[src/rtl/uart_prog_pkg.sv]
// Shared types and constants for the UART program loader.
// Holds the loader state enum, frame sync marker, baud and timeout constants.
package uart_prog_pkg;

   typedef enum logic [2:0] {
      WAIT_SYNC,
      LEN_HI,
      LEN_LO,
      DATA,
      CSUM
   } state_t;

   localparam logic [7:0] SYNC_BYTE   = 8'hA5;
   localparam int         BAUD_CYC    = 5000;
   localparam int         TIMEOUT_CYC = 240000;

endpackage

[src/rtl/uart_byte_strobe.sv]
// Byte-complete detector on the UART receiver idle flag.
// Ports: clk, rst_n, rx_data/rx_idle in; byte_stb pulse and byte_q out.
module uart_byte_strobe (
   input  logic       clk,
   input  logic       rst_n,
   input  logic [7:0] rx_data,
   input  logic       rx_idle,
   output logic       byte_stb,
   output logic [7:0] byte_q
);
   import uart_prog_pkg::*;

   logic idle_d;

   // Resetting to 1 means an idle line after reset is not a new byte.
   always_ff @(posedge clk or negedge rst_n) begin
      if (!rst_n) idle_d <= 1'b1;
      else        idle_d <= rx_idle;
   end

   assign byte_stb = rx_idle & ~idle_d;
   assign byte_q   = rx_data;

endmodule

[src/rtl/uart_prog_loader.sv]
// Parses sync/count/data/checksum frames and writes program memory.
// Ports: clk, rst_n, rx_data, rx_idle in; mem_addr/data/we, busy, done, err out.
module uart_prog_loader #(
   parameter int         WORD_BYTES  = 2,
   parameter int         ADDR_W      = 8,
   parameter logic [7:0] SYNC_BYTE   = uart_prog_pkg::SYNC_BYTE,
   parameter int         TIMEOUT_CYC = uart_prog_pkg::TIMEOUT_CYC
) (
   input  logic                    clk,
   input  logic                    rst_n,
   input  logic [7:0]              rx_data,
   input  logic                    rx_idle,
   output logic [ADDR_W-1:0]       mem_addr,
   output logic [8*WORD_BYTES-1:0] mem_data,
   output logic                    mem_we,
   output logic                    busy,
   output logic                    done,
   output logic                    err
);
   import uart_prog_pkg::*;

   localparam int W  = 8 * WORD_BYTES;
   localparam int TW = $clog2(TIMEOUT_CYC + 1);
   localparam int BW = (WORD_BYTES > 1) ? $clog2(WORD_BYTES) : 1;

   logic              byte_stb;
   logic [7:0]        byte_q;
   state_t            state;
   logic [7:0]        len_hi;
   logic [ADDR_W:0]   wcnt;
   logic [ADDR_W-1:0] addr;
   logic [BW-1:0]     bidx;
   logic [W-9:0]      wreg;
   logic [7:0]        xsum;
   logic [TW-1:0]     tcnt;

   logic [15:0]       len_full;
   logic              len_bad;
   logic [W-1:0]      word_nx;
   logic              tmo;
   logic              last_b;

   uart_byte_strobe u_stb (
      .clk      (clk),
      .rst_n    (rst_n),
      .rx_data  (rx_data),
      .rx_idle  (rx_idle),
      .byte_stb (byte_stb),
      .byte_q   (byte_q)
   );

   assign len_full = {len_hi, byte_q};
   assign len_bad  = (len_full == 16'd0) ||
                     (32'(len_full) > (32'd1 << ADDR_W));
   assign word_nx  = {wreg, byte_q};
   assign last_b   = (bidx == BW'(WORD_BYTES - 1));
   // A strobe in the same cycle beats the timeout.
   assign tmo      = (state != WAIT_SYNC) && !byte_stb &&
                     (tcnt == TW'(TIMEOUT_CYC - 1));

   always_ff @(posedge clk or negedge rst_n) begin
      if (!rst_n) begin
         state    <= WAIT_SYNC;
         mem_addr <= '0;
         mem_data <= '0;
         mem_we   <= 1'b0;
         busy     <= 1'b0;
         done     <= 1'b0;
         err      <= 1'b0;
         len_hi   <= '0;
         wcnt     <= '0;
         addr     <= '0;
         bidx     <= '0;
         wreg     <= '0;
         xsum     <= '0;
         tcnt     <= '0;
      end else begin
         mem_we <= 1'b0;
         if (byte_stb || state == WAIT_SYNC) tcnt <= '0;
         else                                tcnt <= tcnt + 1'b1;

         if (tmo) begin
            err   <= 1'b1;
            busy  <= 1'b0;
            state <= WAIT_SYNC;
         end else if (byte_stb) begin
            unique case (state)
               WAIT_SYNC: begin
                  if (byte_q == SYNC_BYTE) begin
                     done  <= 1'b0;
                     err   <= 1'b0;
                     busy  <= 1'b1;
                     xsum  <= '0;
                     state <= LEN_HI;
                  end
               end
               LEN_HI: begin
                  len_hi <= byte_q;
                  xsum   <= xsum ^ byte_q;
                  state  <= LEN_LO;
               end
               LEN_LO: begin
                  xsum <= xsum ^ byte_q;
                  if (len_bad) begin
                     err   <= 1'b1;
                     busy  <= 1'b0;
                     state <= WAIT_SYNC;
                  end else begin
                     wcnt  <= len_full[ADDR_W:0];
                     addr  <= '0;
                     bidx  <= '0;
                     state <= DATA;
                  end
               end
               DATA: begin
                  xsum <= xsum ^ byte_q;
                  wreg <= word_nx[W-9:0];
                  if (last_b) begin
                     mem_data <= word_nx;
                     mem_addr <= addr;
                     mem_we   <= 1'b1;
                     addr     <= addr + 1'b1;
                     wcnt     <= wcnt - 1'b1;
                     bidx     <= '0;
                     if (wcnt == (ADDR_W+1)'(1)) state <= CSUM;
                  end else begin
                     bidx <= bidx + 1'b1;
                  end
               end
               CSUM: begin
                  if (byte_q == xsum) done <= 1'b1;
                  else                err  <= 1'b1;
                  busy  <= 1'b0;
                  state <= WAIT_SYNC;
               end
               default: state <= WAIT_SYNC;
            endcase
         end
      end
   end

endmodule

[config.mk]
export PLATFORM = sky130hd
export DESIGN_NAME = uart_prog_loader
export DESIGN_NICKNAME = d
export VERILOG_FILES = /design/src/rtl/uart_prog_pkg.sv /design/src/rtl/uart_byte_strobe.sv /design/src/rtl/uart_prog_loader.sv
export SDC_FILE = /design/constraint.sdc
export NUM_CORES = 1
export LEC_CHECK = 0
export BUFFER_PORTS_ARGS = -buffer_cell sky130_fd_sc_hd__buf_2
export CORE_MARGIN = 3
export CORE_UTILIZATION = 50
export DETAILED_ROUTE_END_ITERATION = 6
export PLACE_DENSITY = 0.69
export SLEW_MARGIN = 20
export SYNTH_ARGS = -nofsm -noshare
export SYNTH_HDL_FRONTEND = slang
export SYNTH_SLANG_ARGS = --single-unit
[constraint.sdc]
create_clock -name clk -period 2.75 [get_ports clk]
set_clock_uncertainty 0.2 [all_clocks]
set_input_delay 0.1375 -clock clk [delete_from_list [all_inputs] [get_ports clk]]
set_output_delay 0.1375 -clock clk [all_outputs]
set_load 0.05 [all_outputs]
Yosys cells after proc, flatten, opt, wreduce, memory -nomap -nowiden

Index checks and enable logic that the tools add are counted.
Widths: inputs -> output; s select.

Bitwise gates (word level): 4
Equal/unequal tests: 17
Add/sub/neg operators: 4
Muxes and demuxes: 36
Div/mod/pow operators: 0
Shift-type cells: 0
Multipliers: 0
Reductions and logical operators: 24
Order comparisons: 1

Operators with widths:

| operator              | number |
|---|---|
| $pmux 8 s2            | 2 |
| $mux 8                | 3 |
| $reduce_and 4->1      | 5 |
| $add 18x1->18 const B | 1 |
| $eq 18x18->1 const B  | 1 |
| $mux 18               | 1 |
| $mux 9                | 2 |
| $pmux 9 s2            | 1 |
| $gt 16x9->1 const B   | 1 |
| $logic_not 16->1      | 1 |
| $mux 1                | 16 |
| $mux 3                | 5 |
| $reduce_and 5->1      | 3 |
| $ne 3x3->1 const B    | 4 |
| $pmux 3 s4            | 1 |
| $eq 9x1->1 const B    | 1 |
| $sub 9x1->9 const B   | 1 |
| $add 8x1->8 const B   | 1 |
| $eq 8x8->1            | 1 |
| $eq 8x8->1 const B    | 1 |
| $reduce_bool 2->1     | 4 |
| $xor 8x8->8           | 1 |
| $eq 3x2->1 const B    | 2 |
| $ne 2x2->1 const B    | 3 |
| 18 further kinds      | 24 |

Memory bits (read-only): 0
Bits in registers: 92
Memories kept: 0
Bits in writable memories: 0
Bits in latches: 0
Bits of input ports: 11

Longest topological paths before layout

Gate-level depths: netlist of the first run.

Word-level depth: 7
Gate-level depth with buffers: 8
Depth with buffers taken out: 7

Modules after synthesis

From an unflattened synthesis of the first run, not the netlist that was laid out.

Cells, all modules: 471
Area total of the unflattened synthesis: 4386.7 um^2

Modules (own cells, without submodules):

| module           | area each (um^2) | times used | sequential area each (um^2) | cells an instance |
|---|---|---|---|---|
| uart_prog_loader | 4286.6           | 1          | 2277.2                      | 461 |
| uart_byte_strobe | 100.1            | 1          | 26.3                        | 10 |

Worst setup path after synthesis of the first run

No wires, ideal clock.

Kind: register to register
Start point: reg len_hi[6]
End point: reg wcnt[1]
Cell stages (with the launch flop): 6
Clock period less this slack: 2.343 ns
Library setup time: 0.125 ns
Data required time: 2.425 ns
Buffers on the path: 0
Data arrival time: 2.018 ns
Setup slack: 0.407 ns
Cell sequence: dfrtp_1 or4_1 nor4_1 a31oi_4 nor2_4 mux2_4

Longest elaborated chain between the ends: 4
Elaborated cells between the ends (all ways): 5

RTL lines:

| what                                                   | line                                           | source |
|---|---|---|
| start: declaration                                     | uart_prog_loader.sv:29                         | `logic [7:0] len_hi;` |
| start signal: assignment                               | uart_prog_loader.sv:98                         | `len_hi <= byte_q;` |
| $gt 16x9->1 / $logic_not 16->1 (equally long branches) | uart_prog_loader.sv:54, uart_prog_loader.sv:53 |  |
| $logic_or 1x1->1 (*)                                   | uart_prog_loader.sv:53                         | `assign len_bad = (len_full == 16'd0) \|\|` |
| $ne 2x2->1 (no line) (*)                               | -                                              |  |
| $reduce_and 5->1 (no line) (*)                         | -                                              |  |
| end signal: assignment                                 | uart_prog_loader.sv:109                        | `wcnt <= len_full[ADDR_W:0];` |
| end signal: assignment                                 | uart_prog_loader.sv:123                        | `wcnt <= wcnt - 1'b1;` |
| end: declaration                                       | uart_prog_loader.sv:30                         | `logic [ADDR_W:0] wcnt;` |

Every way passes the cells marked *; elsewhere a longest branch is shown, timed or not.
A chain may end at the register's enable or synchronous reset.

Worst setup path in the final report of the first run

Start point: in rx_data[0]
End point: reg wcnt[1]

Longest elaborated chain between the ends: 4
Elaborated cells between the ends (all ways): 5

RTL lines:

| what                                                   | line                                           | source |
|---|---|---|
| start: declaration                                     | uart_prog_loader.sv:11                         | `input logic [7:0] rx_data,` |
| $gt 16x9->1 / $logic_not 16->1 (equally long branches) | uart_prog_loader.sv:54, uart_prog_loader.sv:53 |  |
| $logic_or 1x1->1 (*)                                   | uart_prog_loader.sv:53                         |  |
| $ne 2x2->1 (no line) (*)                               | -                                              |  |
| $reduce_and 5->1 (no line) (*)                         | -                                              |  |

Marks and branches as above.

==> results of run 1 <==
what timing repair did:
item,in CTS,in global routing
hold buffers,9,0
resized for setup,0,0
hold endpoints to repair,100,0
state kept, by name, summed over array words and instances, names as in the netlist:
signal and flops:
busy 1, err 1, wreg 8, tcnt 18, xsum 8, mem_we 1, addr 8, bidx 1
wcnt 9, mem_data 16, mem_addr 8, len_hi 8, u_stb.idle_d 1, state 3, done 1
per-stage QoR:
step                power (mW)  cell area (µm²)
detailed placement        2.97             4800
CTS                       3.91             5090
global placement          2.93             4800
finish                    3.89             5090
floorplan                 2.64             4450
global route              4.14             5090
power groups by stage:
stage,Combinational (mW),Clock [mW],Sequential [mW]
floorplan,0.778,0,1.86
global placement,1.05,0,1.89
detailed placement,1.07,0,1.90
CTS,1.09,0.948,1.87
global route,1.22,1.00,1.92
finish,1.08,0.930,1.88
worst max-delay path, cell delays in order:
cell           delay (ns)
dlygate4sd3_1        0.53
buf_2                0.18
or4_1                0.61
or3_4                0.37
a31oi_4              0.32
nor2_4               0.12
mux2_4               0.33
layer usage:
| layer | global-route usage, % | up-vias | routed length (µm) |
|---|---|---|---|
| li1 | - | 1733 | - |
| met1 | 29.6 | 1762 | 4640 |
| met2 | 35.7 | 64 | 4930 |
| met3 | 2.71 | 14 | 310 |
| met4 | 6.53 | 0 | 136 |
| met5 | 0 | - | 0 |
Yosys cell counts, types with 8 or more instances:
master / instances
nor2_1: 42
o21ai_0: 35
xnor2_1: 16
dfrtp_1: 91
nand4_1: 8
nand3_1: 14
mux2_2: 16
clkbuf_1: 21
a31oi_1: 10
nand2_1: 99
a21oi_1: 18
nor3_1: 14
path summary, 6_finish.rpt:
path | from | endpoint
setup / recovery | rx_data[0] | wcnt[1]$_DFFE_PN0P_
hold / removal | rx_data[5] | mem_data[5]$_DFFE_PN0P_
setup reg to reg | len_hi[6]$_DFFE_PN0P_ | wcnt[1]$_DFFE_PN0P_
hold reg to reg | wreg[4]$_DFFE_PN0P_ | mem_data[12]$_DFFE_PN0P_
max in group asynchronous | rst_n | xsum[0]$_DFFE_PN0P_
min in group asynchronous | rst_n | mem_addr[7]$_DFFE_PN0P_
cells by family (layout without fill, tap and decap cells):
kind of cell | Yosys count | in the layout | synth area share [%]
buf+inv | 33 | 86 | 3.18
mux | 17 | 17 | 4.39
flops | 92 | 92 | 51.8
compound gates | 89 | 89 | 12.5
fa+ha+maj | 4 | 4 | 1.13
xor+xnor | 23 | 23 | 4.53
simple gates | 213 | 213 | 22.5
layout by cell type (no fill, tap or decap), types with 7 or more instances in the layout:
master	count
nand3_1	14
nor3_1	14
nand4_1	8
inv_1	7
clkbuf_8	9
buf_4	15
a21oi_1	18
dfrtp_1	91
o21ai_0	35
a31oi_1	10
mux2_2	16
nand2_1	99
dlygate4sd3_1	9
buf_2	37
nor2_1	42
xnor2_1	16
xor2_1	7
final cells by class:
type	instances	area [µm²]
repair buffers	63	428
well taps	105	131
fillers	758	3330
clock inverters	6	73.8
clock buffers	10	128
flip-flops and latches	92	2300
inverters	7	26.3
multi-input cells	346	2000
==> reports/results.md, run 1 <==
| Step | Parameter | Value |
|:---|:---|:---|
| clock network | CTS sink cnt | 92 |
| clock network | Post-CTS setup repair buffer count | 0 |
| clock network | CTS clock-pin slew for the worst setup and hold paths | 0.10 ns |
| floorplan | Number of placement rows | 33 |
| critical path | Crit Path Category | in2reg |
| sta | Pins over their slew limit | 0 |
| placed design | Worst slack, placed | 0.390 ns |
| synthesis | Count of flip-flops with a built-in enable after synthesis | 0 |
| sta | RSZ-0062 raised after global routing | false |
| synthesis | Mean Syn Cell Area | 9.44 µm² |
| power and ir drop | Peak VDD IR | 0.000410 V |
| detailed routing | Wire length per cell | 15.9 µm |
| detailed routing | Detailed-route wire length | 10.0 mm |
| clock network | Clock latency reported for the late side of the worst-skew pair | 0.36 ns |
| critical path | Reg-to-reg slack, setup | 0.45 ns |
| hold path | Type of the most critical hold path | in2reg |
| placed design | DP HPWL | 6.92 mm |
| final layout | Synth-to-layout area growth | 14.5% |
| detailed routing | Number of design-rule violations left by the first detailed-router iteration | 153 |
| final layout | Number of nets in the final layout | 534 |
| placed design | Gpl congestion | 0.869 |
| final layout | Number of antenna repair diodes | 0 |
| synthesis | Sequential share of the synthesized area | 51.8% |
| critical path | Worst Reg2Reg Path Length in Cells | 6 |
| global routing | Global-route wire length before repair | 17.4 mm |
| sta | Fin worst setup slack | 0.202 ns |
| synthesis | FF+latch count, synth | 92 |
| floorplan | Vertical die dimension | 100 µm |
| critical path | WP data arrival | 2.60 ns |
| sta | Number of setup violations in the final report | 0 |
| clock network | TritonCTS clock tree | done |
| sta | Crit share post-route | 92.6% |
| global routing | Total overflow reported by the global router | 0 |
| floorplan | Num ports | 39 |
| synthesis | Area of the mapped netlist | 4450 µm² |
| detailed routing | DRC violations left | 0 |
| synthesis | Count of warnings emitted by yosys | 0 |
| clock network | Total clock buffers created by CTS | 9 |
| power and ir drop | NetSw | 1.41 mW |
| sta | Maximum clock rate | 0.393 GHz |
| detailed routing | TritonRoute pass-1 iters | 5 |
| run | MaxCap Viol Count | 0 |
| critical path | Type of destination of the critical path | flip-flop |
| synthesis | Largest area contributor in the synthesized netlist | dfrtp_1 |
| sta | Max transition margin | 33.7% |
| synthesis | Cell count after synthesis | 471 |
| critical path | Largest driver fanout on the critical path | 10 |
| detailed routing | Count of nets left with antenna violations after detail routing | 0 |
| sta | Aggregate negative setup slack | 0 ns |
| floorplan | Area of the core region | 8420 µm² |
| power and ir drop | Leakage power | 2.34 nW |
| status | Result of the run | completed |
| clock network | Maximum root-to-sink buffer count | 2 |
| synthesis | Async set-reset flop share out of synthesis | 100% |
| global routing | Largest net degree at the start of global routing | 54 |
| synthesis | Primary FF master, synth | dfrtp_1 |
| placed design | Cell count after placement | 604 |
| synthesis | Net count after synthesis | 486 |
| power and ir drop | Share of total power in combinational logic | 27.8% |
| hold path | Number of cells on the worst hold path | 4 |
| power and ir drop | Power density over cell area | 765 nW/µm² |
| final layout | Non-Filler Instances | 629 |
| synthesis | Post-synth top area share | 51.2% |
| detailed routing | Routed via count divided by cell count | 5.68 |
| clock network | Cell chosen for the clock root | clkbuf_8 |
| floorplan | Total die area | 10,100 µm² |
| floorplan | Die W | 100 µm |
| final layout | Final design utilization | 60.5% |
| critical path | Data required, critical path | 2.80 ns |
| critical path | Startpoint class of the critical path | primary input |
| final layout | Share of layout cells above drive strength 1 | 18.7% |
| sta | Final critical path time including I/O delays and setup | 2.55 ns |
| synthesis | Leading post-synthesis cells by cell area | dfrtp_1 51%, nand2_1 8.4%, mux2_2 4.1% |
| power and ir drop | Design internal power | 2.48 mW |
| power and ir drop | Sequential group share of total power | 48.3% |
| sta | Number of hold violations in the final report | 0 |
| global routing | Number of global-route vias before repair | 3,595 |
| sta | Actual transition at the worst max-transition pin | 0.986 ns |
| floorplan | Starting Density | 52.8% |
| synthesis | Number of distinct library cell variants in the gate-level netlist after synthesis | 55 |
| global routing | Initial antenna violation count | 0 |
| global routing | Overall routing resource usage | 21.5% |
| power and ir drop | Switching share of total power | 36.2% |
| power and ir drop | Clk network pwr share | 23.9% |
| clock network | Maximum level of the CTS H-tree | 3 |
| placed design | Count of buffers from port buffering | 38 |
| sta | Final hold slack | 0.0120 ns |
| detailed routing | Vias after detailed routing | 3,573 |
(Power assumes the default switching activity.)
==> run 2, diff against run 1 <==
CORE_MARGIN = not set   (was 3)
==> reports/results.md, run 2 (synthesis results as in run 1) <==
| Step | Parameter | Value | Delta |
|:---|:---|:---|:---|
| status | Result of the run | completed | unchanged |
| critical path | Type of destination of the critical path | flip-flop | unchanged |
| critical path | Reg-to-reg endpoint | wcnt[2]$_DFFE_PN0P_ | was wcnt[1]$_DFFE_PN0P_ |
| detailed routing | DRC violations left | 0 | unchanged |
| placed design | Count of buffers from port buffering | 38 | unchanged |
| global routing | Global-route wire length before repair | 16.5 mm | was 17.4 mm |
| critical path | Crit Path Category | in2reg | unchanged |
| floorplan | Die W | 96.3 µm | was 100 µm |
| final layout | Most frequent cells in the layout | 99 x nand2_1, 91 x dfrtp_1, 42 x nor2_1 | unchanged |
| critical path | Largest delay share family, worst path | simple AND/OR/NAND/NOR gates | unchanged |
| clock network | Cell chosen for the clock root | clkbuf_8 | unchanged |
| global routing | Initial antenna violation count | 0 | unchanged |
| final layout | Flip-flop count of the largest register after layout | 18 | unchanged |
| clock network | TritonCTS clock tree | done | unchanged |
| sta | Maximum clock rate | 0.396 GHz | was 0.393 GHz |
| final layout | Largest registers | tcnt (18), mem_data (16), wcnt (9) | unchanged |
| detailed routing | Vias after detailed routing | 3,521 | was 3,573 |
| power and ir drop | Final Total Pwr | 3.86 mW | was 3.89 mW |
| critical path | Largest driver fanout on the critical path | 10 | unchanged |
| final layout | Number of nets in the final layout | 534 | unchanged |
| critical path | Cells traversed along the worst timing path | dlygate4sd3_1 > buf_2 > or4_4 > or3_4 > a31oi_4 > nor2_4 > mux2_4 | was dlygate4sd3_1 > buf_2 > or4_1 > or3_4 > a31oi_4 > nor2_4 > mux2_4 |
| clock network | Number of cells upsized or downsized after cts | 0 | unchanged |
| critical path | Critical path depth in cells | 7 | unchanged |
| final layout | Synth-to-layout area growth | 14.1% | was 14.5% |
| sta | Number of setup violations in the final report | 0 | unchanged |
| final layout | Share of layout cells above drive strength 1 | 18.9% | was 18.7% |
| floorplan | Area of the core region | 8680 µm² | was 8420 µm² |
| detailed routing | TritonRoute pass-1 iters | 4 | was 5 |
| final layout | Area of combinational cells with multiple inputs | 2000 µm² | unchanged |
| floorplan | Vertical die dimension | 96.3 µm | was 100 µm |
| detailed routing | Number of design-rule violations left by the first detailed-router iteration | 207 | was 153 |
| power and ir drop | Peak VDD IR | 0.000364 V | was 0.000410 V |
| detailed routing | Wire length per cell | 16.1 µm | was 15.9 µm |
| clock network | Clock latency reported for the late side of the worst-skew pair | 0.37 ns | was 0.36 ns |
| detailed routing | Detailed-route wire length | 10.2 mm | was 10.0 mm |
| detailed routing | Count of nets left with antenna violations after detail routing | 0 | unchanged |
| clock network | Post-CTS setup repair buffer count | 0 | unchanged |
| floorplan | Number of placement rows | 34 | was 33 |
| critical path | Highest cell delay on the worst timing path | 0.58 ns | was 0.61 ns |
| clock network | Maximum root-to-sink buffer count | 2 | unchanged |
| global routing | Overall routing resource usage | 23.8% | was 21.5% |
| placed design | DP HPWL | 7.06 mm | was 6.92 mm |
| clock network | Number of buffers added to fix hold violations after cts | 9 | unchanged |
| sta | Aggregate negative setup slack | 0 ns | unchanged |
| critical path | Worst path buffer plus inverter count | 2 | unchanged |
| critical path | Crit path from | rx_data[1] | was rx_data[0] |
| clock network | CTS clock-pin slew for the worst setup and hold paths | 0.09 ns | was 0.10 ns |
| power and ir drop | Power density over cell area | 762 nW/µm² | was 765 nW/µm² |
| sta | Final hold slack | 0.0219 ns | was 0.0120 ns |
| sta | Final critical path time including I/O delays and setup | 2.53 ns | was 2.55 ns |
| final layout | Total of fill cells in the finished design | 751 | was 758 |
| critical path | Startpoint class of the critical path | primary input | unchanged |
| run | MaxCap Viol Count | 0 | unchanged |
| clock network | Total clock buffers created by CTS | 9 | unchanged |
| floorplan | Num ports | 39 | unchanged |
| final layout | Number of antenna repair diodes | 0 | unchanged |
| placed design | Post-place instance area | 4790 µm² | was 4800 µm² |
| floorplan | Total die area | 9270 µm² | was 10,100 µm² |
| sta | Actual transition at the worst max-transition pin | 0.987 ns | was 0.986 ns |
| power and ir drop | Leakage power | 2.34 nW | about the same |
| critical path | Reg-to-reg slack, setup | 0.42 ns | was 0.45 ns |
| final layout | Area occupied by registers | 2300 µm² | unchanged |
| global routing | Largest net degree at the start of global routing | 57 | was 54 |
| final layout | Register name with the most flops | tcnt | unchanged |
| global routing | Total overflow reported by the global router | 0 | unchanged |
| critical path | Worst Reg2Reg Path Length in Cells | 6 | unchanged |
| hold path | Type of the most critical hold path | in2reg | unchanged |
| sta | Pins over their slew limit | 0 | unchanged |
| critical path | Worst setup path endpoint | wcnt[1]$_DFFE_PN0P_ | unchanged |
| global routing | Number of global-route vias before repair | 3,384 | was 3,595 |
| placed design | Gpl congestion | 0.906 | was 0.869 |
| critical path | WP data arrival | 2.58 ns | was 2.60 ns |
| clock network | Maximum level of the CTS H-tree | 3 | unchanged |
| critical path | Worst path slowest cell | or4_4 | was or4_1 |
| sta | Max transition margin | 33.6% | was 33.7% |
| floorplan | Starting Density | 51.2% | was 52.8% |
| detailed routing | Routed via count divided by cell count | 5.57 | was 5.68 |
| sta | Number of hold violations in the final report | 0 | unchanged |
| sta | RSZ-0062 raised after global routing | false | unchanged |
| clock network | CTS sink cnt | 92 | unchanged |
| final layout | Layout Cell Area excl Fill | 5070 µm² | was 5090 µm² |
| critical path | Data required, critical path | 2.81 ns | was 2.80 ns |
| sta | Crit share post-route | 91.9% | was 92.6% |
| final layout | Leading cell type in the layout, fill and taps excluded | nand2_1 | unchanged |
| critical path | Startpoint of the worst register-to-register path | len_hi[6]$_DFFE_PN0P_ | unchanged |
## run 2: layout make-up
type | instances | share of cell area [%]
Sequential cell | 92 | 45.4
Multi-Input combinational cell | 346 | 39.5
Timing Repair Buffer | 63 | 8.19
Clock buffer | 10 | 2.71
Tap cell | 108 | 2.66
Clock inverter | 6 | 1.06
Inverter | 7 | 0.518
## run 2: stage by stage
step | utilization (%) | instances | setup slack, ns
detailed placement | 55.2 | 607 | 0.386
global placement | 55.2 | 607 | 0.409
global route | 58.5 | 632 | 0.108
CTS | 58.5 | 632 | 0.222
floorplan | - | 471 | 0.407
finish | 58.5 | 632 | 0.222
## run 2: layer usage
metal / GRT usage, % / up-vias / wire, µm
li1: - / 1735 / -
met1: 31.7 / 1709 / 4680
met2: 38.0 / 64 / 4910
met3: 4.90 / 13 / 380
met4: 9.56 / 0 / 189
met5: 0 / - / 0
## run 2: worst min path at each step
stage	to	start	cells after the start
2_1_floorplan	addr[0]$_DFFE_PN0P_	rst_n	0
6_report	mem_data[7]$_DFFE_PN0P_	rx_data[7]	4
5_1_grt	mem_data[7]$_DFFE_PN0P_	rx_data[7]	4
3_5_place_dp	mem_addr[2]$_DFFE_PN0P_	rst_n	1
4_1_cts	mem_data[7]$_DFFE_PN0P_	rx_data[7]	4
3_3_place_gp	mem_we$_DFF_PN0_	rst_n	1
## run 2: where the power goes
part	switching, mW	internal (mW)	total (mW)
combinational	0.651	0.442	1.09
clock	0.516	0.372	0.889
sequential	0.268	1.61	1.88
## run 2: worst register-to-register path, stage by stage (launching register included)
cell and delay [ns]:
dfrtp_1 0.38, or4_1 0.53, nor4_1 0.19, buf_4 0.17, a31oi_4 0.14, nor2_1 0.43, a21oi_1 0.15
